<file path="src/rtl/mem_access_pkg.sv">
// Shared types for the memory-access unit: op encodings, FSM states, lane widths
// and the request decode helpers used at acceptance.
package mem_access_pkg;

  localparam int unsigned ByteW = 8;
  localparam int unsigned HalfW = 16;
  localparam int unsigned WordW = 32;

  typedef enum logic [2:0] {
    OpLb  = 3'd0,
    OpLbu = 3'd1,
    OpLh  = 3'd2,
    OpLhu = 3'd3,
    OpLw  = 3'd4,
    OpSb  = 3'd5,
    OpSh  = 3'd6,
    OpSw  = 3'd7
  } mem_op_e;

  typedef enum logic [1:0] {
    StIdle,
    StRd,
    StWr,
    StResp
  } state_e;

  function automatic logic is_store(mem_op_e op);
    return (op == OpSb) || (op == OpSh) || (op == OpSw);
  endfunction

  function automatic logic is_misaligned(mem_op_e op, logic [1:0] addr_lo);
    logic mis;
    case (op)
      OpLh, OpLhu, OpSh: mis = addr_lo[0];
      OpLw, OpSw:        mis = (addr_lo != 2'b00);
      default:           mis = 1'b0;
    endcase
    return mis;
  endfunction

endpackage

</file>
<file path="src/rtl/mem_lane_align.sv">
// Combinational lane logic: extracts and extends load data from a RAM word and
// merges byte/halfword store data into a RAM word.
module mem_lane_align
  import mem_access_pkg::*;
(
  input  mem_op_e            op,
  input  logic [1:0]         addr_lo,
  input  logic [WordW-1:0]   word,
  input  logic [WordW-1:0]   wdata,
  output logic [WordW-1:0]   load_data,
  output logic [WordW-1:0]   store_word
);

  logic [ByteW-1:0] byte_sel;
  logic [HalfW-1:0] half_sel;
  logic [4:0]       byte_pos;
  logic [4:0]       half_pos;

  assign byte_pos = {addr_lo, 3'b000};
  assign half_pos = {addr_lo[1], 4'b0000};

  always_comb begin
    byte_sel = word[byte_pos +: ByteW];
    half_sel = word[half_pos +: HalfW];

    load_data = '0;
    unique case (op)
      OpLb:    load_data = {{(WordW - ByteW){byte_sel[ByteW-1]}}, byte_sel};
      OpLbu:   load_data = {{(WordW - ByteW){1'b0}}, byte_sel};
      OpLh:    load_data = {{(WordW - HalfW){half_sel[HalfW-1]}}, half_sel};
      OpLhu:   load_data = {{(WordW - HalfW){1'b0}}, half_sel};
      OpLw:    load_data = word;
      default: load_data = '0;
    endcase

    // Only the addressed lane changes; the rest of the fetched word is kept.
    store_word = word;
    unique case (op)
      OpSb:    store_word[byte_pos +: ByteW] = wdata[ByteW-1:0];
      OpSh:    store_word[half_pos +: HalfW] = wdata[HalfW-1:0];
      OpSw:    store_word = wdata;
      default: store_word = word;
    endcase
  end

endmodule

</file>
<file path="src/rtl/mem_access_unit.sv">
// Memory-stage access unit: one request at a time, read-modify-write for sub-word
// stores, registered RAM address/data so the level-sensitive write stays stable.
module mem_access_unit
  import mem_access_pkg::*;
#(
  parameter int unsigned MEM_BYTES = 1000
) (
  input  logic        clk,
  input  logic        reset,
  input  logic        req_valid,
  input  logic [2:0]  req_op,
  input  logic [31:0] req_addr,
  input  logic [31:0] req_wdata,
  output logic        req_ready,
  output logic        resp_valid,
  output logic [31:0] resp_rdata,
  output logic        resp_err,
  output logic [31:0] ram_addr,
  output logic [31:0] ram_data_in,
  output logic        ram_read,
  output logic        ram_write,
  input  logic [31:0] ram_data_out
);

  localparam logic [31:0] LastAddr = 32'(MEM_BYTES - 1);

  state_e      state_q, state_d;
  mem_op_e     op_q;
  logic [31:0] addr_q;
  logic [31:0] wdata_q;
  logic [31:0] wr_word_q;
  logic [31:0] resp_rdata_q;
  logic        resp_err_q;

  mem_op_e     req_op_e;
  logic        req_err;
  logic        accept;
  logic [31:0] load_data;
  logic [31:0] store_word;

  assign req_op_e = mem_op_e'(req_op);
  // The full word containing the address must lie inside the RAM.
  assign req_err  = is_misaligned(req_op_e, req_addr[1:0]) ||
                    (({req_addr[31:2], 2'b00} + 32'd3) > LastAddr);
  assign accept   = req_valid && (state_q == StIdle);

  mem_lane_align u_lane_align (
    .op         (op_q),
    .addr_lo    (addr_q[1:0]),
    .word       (ram_data_out),
    .wdata      (wdata_q),
    .load_data  (load_data),
    .store_word (store_word)
  );

  always_comb begin
    state_d = state_q;
    unique case (state_q)
      StIdle: begin
        if (req_valid) begin
          if (req_err)               state_d = StResp;
          else if (req_op_e == OpSw) state_d = StWr;
          else                       state_d = StRd;
        end
      end
      StRd:    state_d = is_store(op_q) ? StWr : StResp;
      StWr:    state_d = StResp;
      StResp:  state_d = StIdle;
      default: state_d = StIdle;
    endcase
  end

  always_ff @(posedge clk) begin
    if (reset) begin
      state_q      <= StIdle;
      op_q         <= OpLb;
      addr_q       <= '0;
      wdata_q      <= '0;
      wr_word_q    <= '0;
      resp_rdata_q <= '0;
      resp_err_q   <= 1'b0;
    end else begin
      state_q <= state_d;
      if (accept) begin
        op_q    <= req_op_e;
        addr_q  <= req_addr;
        wdata_q <= req_wdata;
        if (req_err) begin
          resp_rdata_q <= '0;
          resp_err_q   <= 1'b1;
        end else if (req_op_e == OpSw) begin
          wr_word_q <= req_wdata;
        end
      end
      if (state_q == StRd) begin
        if (is_store(op_q)) begin
          wr_word_q <= store_word;
        end else begin
          resp_rdata_q <= load_data;
          resp_err_q   <= 1'b0;
        end
      end
      if (state_q == StWr) begin
        resp_rdata_q <= '0;
        resp_err_q   <= 1'b0;
      end
    end
  end

  always_comb begin
    req_ready   = (state_q == StIdle);
    resp_valid  = (state_q == StResp);
    resp_rdata  = resp_rdata_q;
    resp_err    = resp_err_q;
    ram_read    = (state_q == StRd);
    ram_write   = (state_q == StWr);
    ram_addr    = (ram_read || ram_write) ? {addr_q[31:2], 2'b00} : 32'h0;
    ram_data_in = ram_write ? wr_word_q : 32'h0;
  end

endmodule

</file>
<file path="config.mk">
export PLATFORM = sky130hd
export DESIGN_NAME = mem_access_unit
export DESIGN_NICKNAME = d
export VERILOG_FILES = /design/src/rtl/mem_access_pkg.sv /design/src/rtl/mem_lane_align.sv /design/src/rtl/mem_access_unit.sv
export SDC_FILE = /design/constraint.sdc
export NUM_CORES = 1
export LEC_CHECK = 0
export CAP_MARGIN = 40
export CORE_ASPECT_RATIO = 1.75
export CORE_MARGIN = 2
export CORE_UTILIZATION = 25
export DETAILED_ROUTE_END_ITERATION = 12
export DONT_BUFFER_PORTS = 1
export GPL_ROUTABILITY_DRIVEN = 1
export PLACE_DENSITY = 0.42
export SKIP_LAST_GASP = 1
export SYNTH_ARGS = -nofsm -noshare
export SYNTH_HDL_FRONTEND = slang
export SYNTH_SLANG_ARGS = --single-unit
</file>
<file path="constraint.sdc">
create_clock -name clk -period 2.55 [get_ports clk]
set_clock_uncertainty 0.15 [all_clocks]
set_input_delay 0.255 -clock clk [delete_from_list [all_inputs] [get_ports clk]]
set_output_delay 0.255 -clock clk [all_outputs]
set_load 0.03 [all_outputs]
</file>
Word-level counts from Yosys, hierarchy flattened. Index checks and enable logic that the tools add are counted.

Flip-flop bits (word level): 134. Input bits: 102. Logic and storage cells: 69.

Add/subtract/negate cells: 3. Magnitude comparators: 1. Equal/unequal tests: 16. Shifts and indexed selects: 6. Mux-type cells: 25. Reductions and logical operators: 11.

Operators with widths (number): $mux W32 (11); $pmux W32 S5 (1); $pmux W32 S3 (1); $bwmux W32 (2); $add A32 B2 Y32 const B (1); $gt A32 B10 Y1 const B (1); $shift A16 B7 Y32 const A (1); $shift A8 B7 Y32 const A (1); $shiftx A16 B7 Y32 (1); $shiftx A32 B6 Y16 (1); $shiftx A32 B6 Y8 (1); $shiftx A8 B7 Y32 (1); $eq A3 B3 Y1 const B (7); $neg A5 Y7 (2); $eq A3 B2 Y1 const B (4); $pmux W2 S4 (1); $mux W2 (3); $mux W1 (5); $eq A2 B2 Y1 const B (2); $logic_or A1 B1 Y1 (4); $reduce_or A2 Y1 (2); $eq A3 B1 Y1 const B (1); $logic_not A3 Y1 (1); $reduce_or A3 Y1 (1); 6 further kinds (6).

Longest topological paths before layout.
Depth after elaboration: 8. Depth in mapped cells: 9. Depth with buffers taken out: 7.

Hierarchy. A second synthesis with hierarchy kept.

Cells, all modules: 843. Area total of the unflattened synthesis: 7001.7 um^2.

By module, submodules not included: mem_access_unit (instances 1, cells each 624, area each 5441.5 um^2, seq. area each 2682.6 um^2); mem_lane_align (instances 1, cells each 219, area each 1560.2 um^2, seq. area each 0.0 um^2).

Worst setup path after synthesis. Ideal clock, no wire load.

Path kind: reg2reg. Start: register state_q[0]. End: register wr_word_q[16]. Setup time: 0.091 ns. Data arrival time: 1.917 ns. Required time: 2.309 ns. Setup slack: 0.392 ns. Cell stages (with the launch flop): 10. Period minus slack after synthesis: 2.158 ns. Cells stage by stage: dfxtp_1 -> inv_1 -> ha_1 -> and2_1 -> buf_2 -> and2_1 -> buf_1 -> buf_2 -> nand3_1 -> a311oi_1.

Cells in the longest elaborated chain, start to end: 5. Elaborated cells between the ends (all ways): 6. Those cells by class: eq/ne (1); mux (3); reduce/logical (2).

Ends and longest elaborated chain: start: declaration (line mem_access_unit.sv:27) `state_e state_q, state_d;`; start signal: assignment (line mem_access_unit.sv:75) `state_q <= StIdle;`; start signal: assignment (line mem_access_unit.sv:83) `state_q <= state_d;`; $logic_not A2 Y1 *; via req_ready (line mem_access_unit.sv:14) `output logic req_ready,`; $logic_and A1 B1 Y1 * (line mem_access_unit.sv:45) `assign accept = req_valid && (state_q == StIdle);`; $mux W32 * (line mem_access_unit.sv:84) `if (accept) begin`; $mux W32 (line mem_access_unit.sv:96) `if (is_store(op_q)) begin`; $mux W32 * (line mem_access_unit.sv:95) `if (state_q == StRd) begin`; end signal: assignment (line mem_access_unit.sv:92) `wr_word_q <= req_wdata;`; end signal: assignment (line mem_access_unit.sv:97) `wr_word_q <= store_word;`; end: declaration (line mem_access_unit.sv:31) `logic [31:0] wr_word_q;`.

The timed path passes the listed nets; every way through them passes the cells marked *. A chain may end at the register's enable or synchronous reset.

Worst setup path in the final report.
Start: register state_q[0]. End: register wdata_q[22].

Cells in the longest elaborated chain, start to end: 2.

Ends and longest elaborated chain: $logic_not A2 Y1 (line mem_access_unit.sv:45); $logic_and A1 B1 Y1 (line mem_access_unit.sv:45); end signal: assignment (line mem_access_unit.sv:87) `wdata_q <= req_wdata;`; end: declaration (line mem_access_unit.sv:30) `logic [31:0] wdata_q;`.

Every way passes these cells.

==> results.yml <==
setup_path:
  path_cells: "inv_1, ha_1, buf_4, nand2_2, buf_6, nand2_1, a21oi_1, dlygate4sd3_1"
  path_max_fanout: 37
  cp-end-kind: "register"
  path_buf_inv: 4
  crit_family: "buffers and inverters"
  critPathLaunchType: "register"
  cp.required_ns: 2.77
  slowest_stage: "dlygate4sd3_1"
  crit_arrival_ns: 2.59
  crit_type: "register to register"
  slowest_delay_ns: 0.56
route:
  routed_wirelength_mm: 30.1
  ant_nets: 0
  vias: 6935
  first_pass_iters: 8
  drt_iter0_drc: 486
  vias_per_cell: 5.43
  routedWlPerCell_um: 23.6
  drcViolationCount: 0
floorplan:
  num_rows: 79
  core-area_mm2: 0.0266
  die_x_um: 128
  initial_core_util: 0.254
  fp.dieH_um: 222
  ios: 203
  dieArea_mm2: 0.0285
placed_design:
  dp_hpwl_mm: 21.5
  gp_congestion: 0.881
  placed_area_mm2: 0.00736
  pre_cts_ws_ns: 0.288
  io_buffers: 0
global_route:
  grt_pass1_wl_mm: 44.9
  grt_start_max_net_pins: 104
  grt_usage: 0.211
  grt_pass1_vias: 7011
  antenna_found_initial: 1
  grt_remaining_overflow: 0
cells_and_area:
  final_cell_area_mm2: 0.00905
  regArea_mm2: 0.00268
  multi_input_area_mm2: 0.00371
  nFillCells: 2854
  area_growth_pct: 33.7
  nNetsFinal: 1050
  drive_gt1_frac: 0.120
  final_util: 0.340
pwr:
  p_per_area_mw_per_mm2: 947
  seq_power_share: 0.369
  p_int_w: 0.00516
  p_clk_frac: 0.322
  total_power_w: 0.00856
  peakVddDrop_mv: 0.480
  p_leak_nw: 3.34
  p_sw_w: 0.00340
  p_comb_frac: 0.309
  sw_frac_of_total: 0.397
synthesis:
  avgSynthCellArea_um2: 8.09
  seq_area_frac_synth: 0.396
  synth_edf_count: 0
  synth_flop_cell: "dfxtp_1"
  async_flop_share: 0
  yosys_register_bits: 134
  synthDistinctLibCells: 54
  yosysWarnings: 0
  synthCells: 836
  syn-cell-area_mm2: 0.00677
clock_tree:
  cts_root_buffer: "clkbuf_16"
  cts_buffers: 17
  clockBufferDepth: 2
  clk_latency_ns: 0.43
  clk_pin_slew_ns: 0.06
  cts_tree: "built"
  h-tree-depth: 4
  cts_num_sinks: 134
run_status:
  status: "finished, final reports clean"
sta:
  timing.setup.tns_ns: 0
  tightest_slew_ns: 0.788
  slew_headroom: 0.472
  max_freq_mhz: 423
  setup_ws_ns: 0.185
  rsz0062_at_grt: "false"
  setup_violations: 0
  hold_violations: 0
  post-route-period-util: 0.928
  fin_crit_ns: 2.37
  maxSlewViolCount: 0
min_path:
  hold_path_class: "input pin to register"
job:
  maxCapViolations: 0
-- cell usage in the layout (no fill, tap or decap), types with 9 or more instances in the layout --
| cell type | count |
|---|---|
| o21a_1 | 9 |
| a311oi_1 | 32 |
| a221oi_1 | 32 |
| ha_1 | 9 |
| dfxtp_1 | 134 |
| clkbuf_16 | 17 |
| nand2_1 | 159 |
| nor3_1 | 11 |
| nand3_1 | 33 |
| a21oi_1 | 87 |
| o21ai_0 | 35 |
| dlygate4sd3_1 | 100 |
| buf_4 | 52 |
| and2_1 | 64 |
| a221o_1 | 16 |
| a211oi_1 | 23 |
| nor2_1 | 37 |
| nor2b_1 | 10 |
-- cell families after synthesis --
kind of cell	after synthesis	share of synthesized area
AOI/OAI and AO/OA	255	0.262
DFF	134	0.396
adders and majority gates	9	0.0166
buffers and inverters	83	0.0582
other	1	0.000554
xor gates and xnor gates	1	0.00129
muxes	9	0.0165
and+or+nand+nor	344	0.248
-- power by group through the flow --
stage | Clock, W | Combinational, W | Sequential [W]
floorplan | 0 | 0.00185 | 0.00305
global placement | 0 | 0.00250 | 0.00321
detailed placement | 0 | 0.00249 | 0.00321
CTS | 0.00281 | 0.00269 | 0.00317
global route | 0.00292 | 0.00294 | 0.00321
finish | 0.00276 | 0.00265 | 0.00316
-- synthesized netlist by cell type (3+ instances only) --
master	n	share of area
o21ai_0	35	0.026
nor2_1	37	0.021
a222oi_1	8	0.012
a311oi_1	32	0.041
and2_1	65	0.060
nor4_1	7	0.0065
inv_1	4	0.0022
nor3_1	11	0.0081
ha_1	9	0.017
buf_2	15	0.011
nor2b_1	10	0.0092
a211oi_1	23	0.026
and3_1	3	0.0028
a221o_1	16	0.024
a21oi_1	87	0.064
clkbuf_1	46	0.026
nand3_1	33	0.024
nand2_1	160	0.089
a221oi_1	32	0.041
buf_1	3	0.0017
mux2_2	7	0.012
dfxtp_1	134	0.40
o21a_1	9	0.010
buf_6	3	0.0050
buf_4	11	0.012
-- flip-flops by register name, indices dropped and copies added, names as in the netlist --
signal,cells
wdata_q,32
state_q,2
op_q,3
resp_rdata,32
resp_err,1
wr_word_q,32
addr_q,32
-- cell type report --
class / count / share of cell area
timing repair buffer: 161 / 0.174
tap: 324 / 0.0448
antenna: 1 / 0.000277
inverter: 5 / 0.00207
sequential: 134 / 0.297
multi-input combinational: 620 / 0.411
clock buffer: 24 / 0.0566
clock inverter: 7 / 0.0155
-- path summary, 6_finish.rpt --
| path | startpoint | endpoint | slack (ns) | cells past startpoint |
|---|---|---|---|---|
| max | state_q[0] | wdata_q[22] | 0.18 | 8 |
| min | ram_data_out[31] | wr_word_q[31] | 0.01 | 2 |
| max reg2reg | state_q[0] | wdata_q[22] | 0.18 | 8 |
| min reg2reg | addr_q[17] | addr_q[17] | 0.30 | 2 |
-- timing repair --
action	CTS	global route
hold endpoints to repair	132	0
resized for setup	0	1
setup endpoints to repair	0	1
hold buffers	101	0
buffers inserted	0	0
-- per-stage QoR --
stage,std cells,hold WS (ns)
finish,1276,0.0140
global route,1276,0.00187
CTS,1275,0.00210
detailed placement,1143,0.195
global placement,1143,0.190
floorplan,837,0.241
-- routing by layer --
layer / GRT usage / vias to the layer above / wire [um]
li1: - / 3229 / -
met1: 0.223 / 3379 / 10900
met2: 0.391 / 281 / 16200
met3: 0.0543 / 46 / 1970
met4: 0.0829 / 0 / 954
met5: 0 / - / 0
-- worst reg2reg max path, cell delays in order, from the launching register on --
cell	delay [ns]
dfxtp_1	0.38
inv_1	0.08
ha_1	0.21
buf_4	0.20
nand2_2	0.15
buf_6	0.32
nand2_1	0.12
a21oi_1	0.15
dlygate4sd3_1	0.56
(Power assumes the default switching activity.)
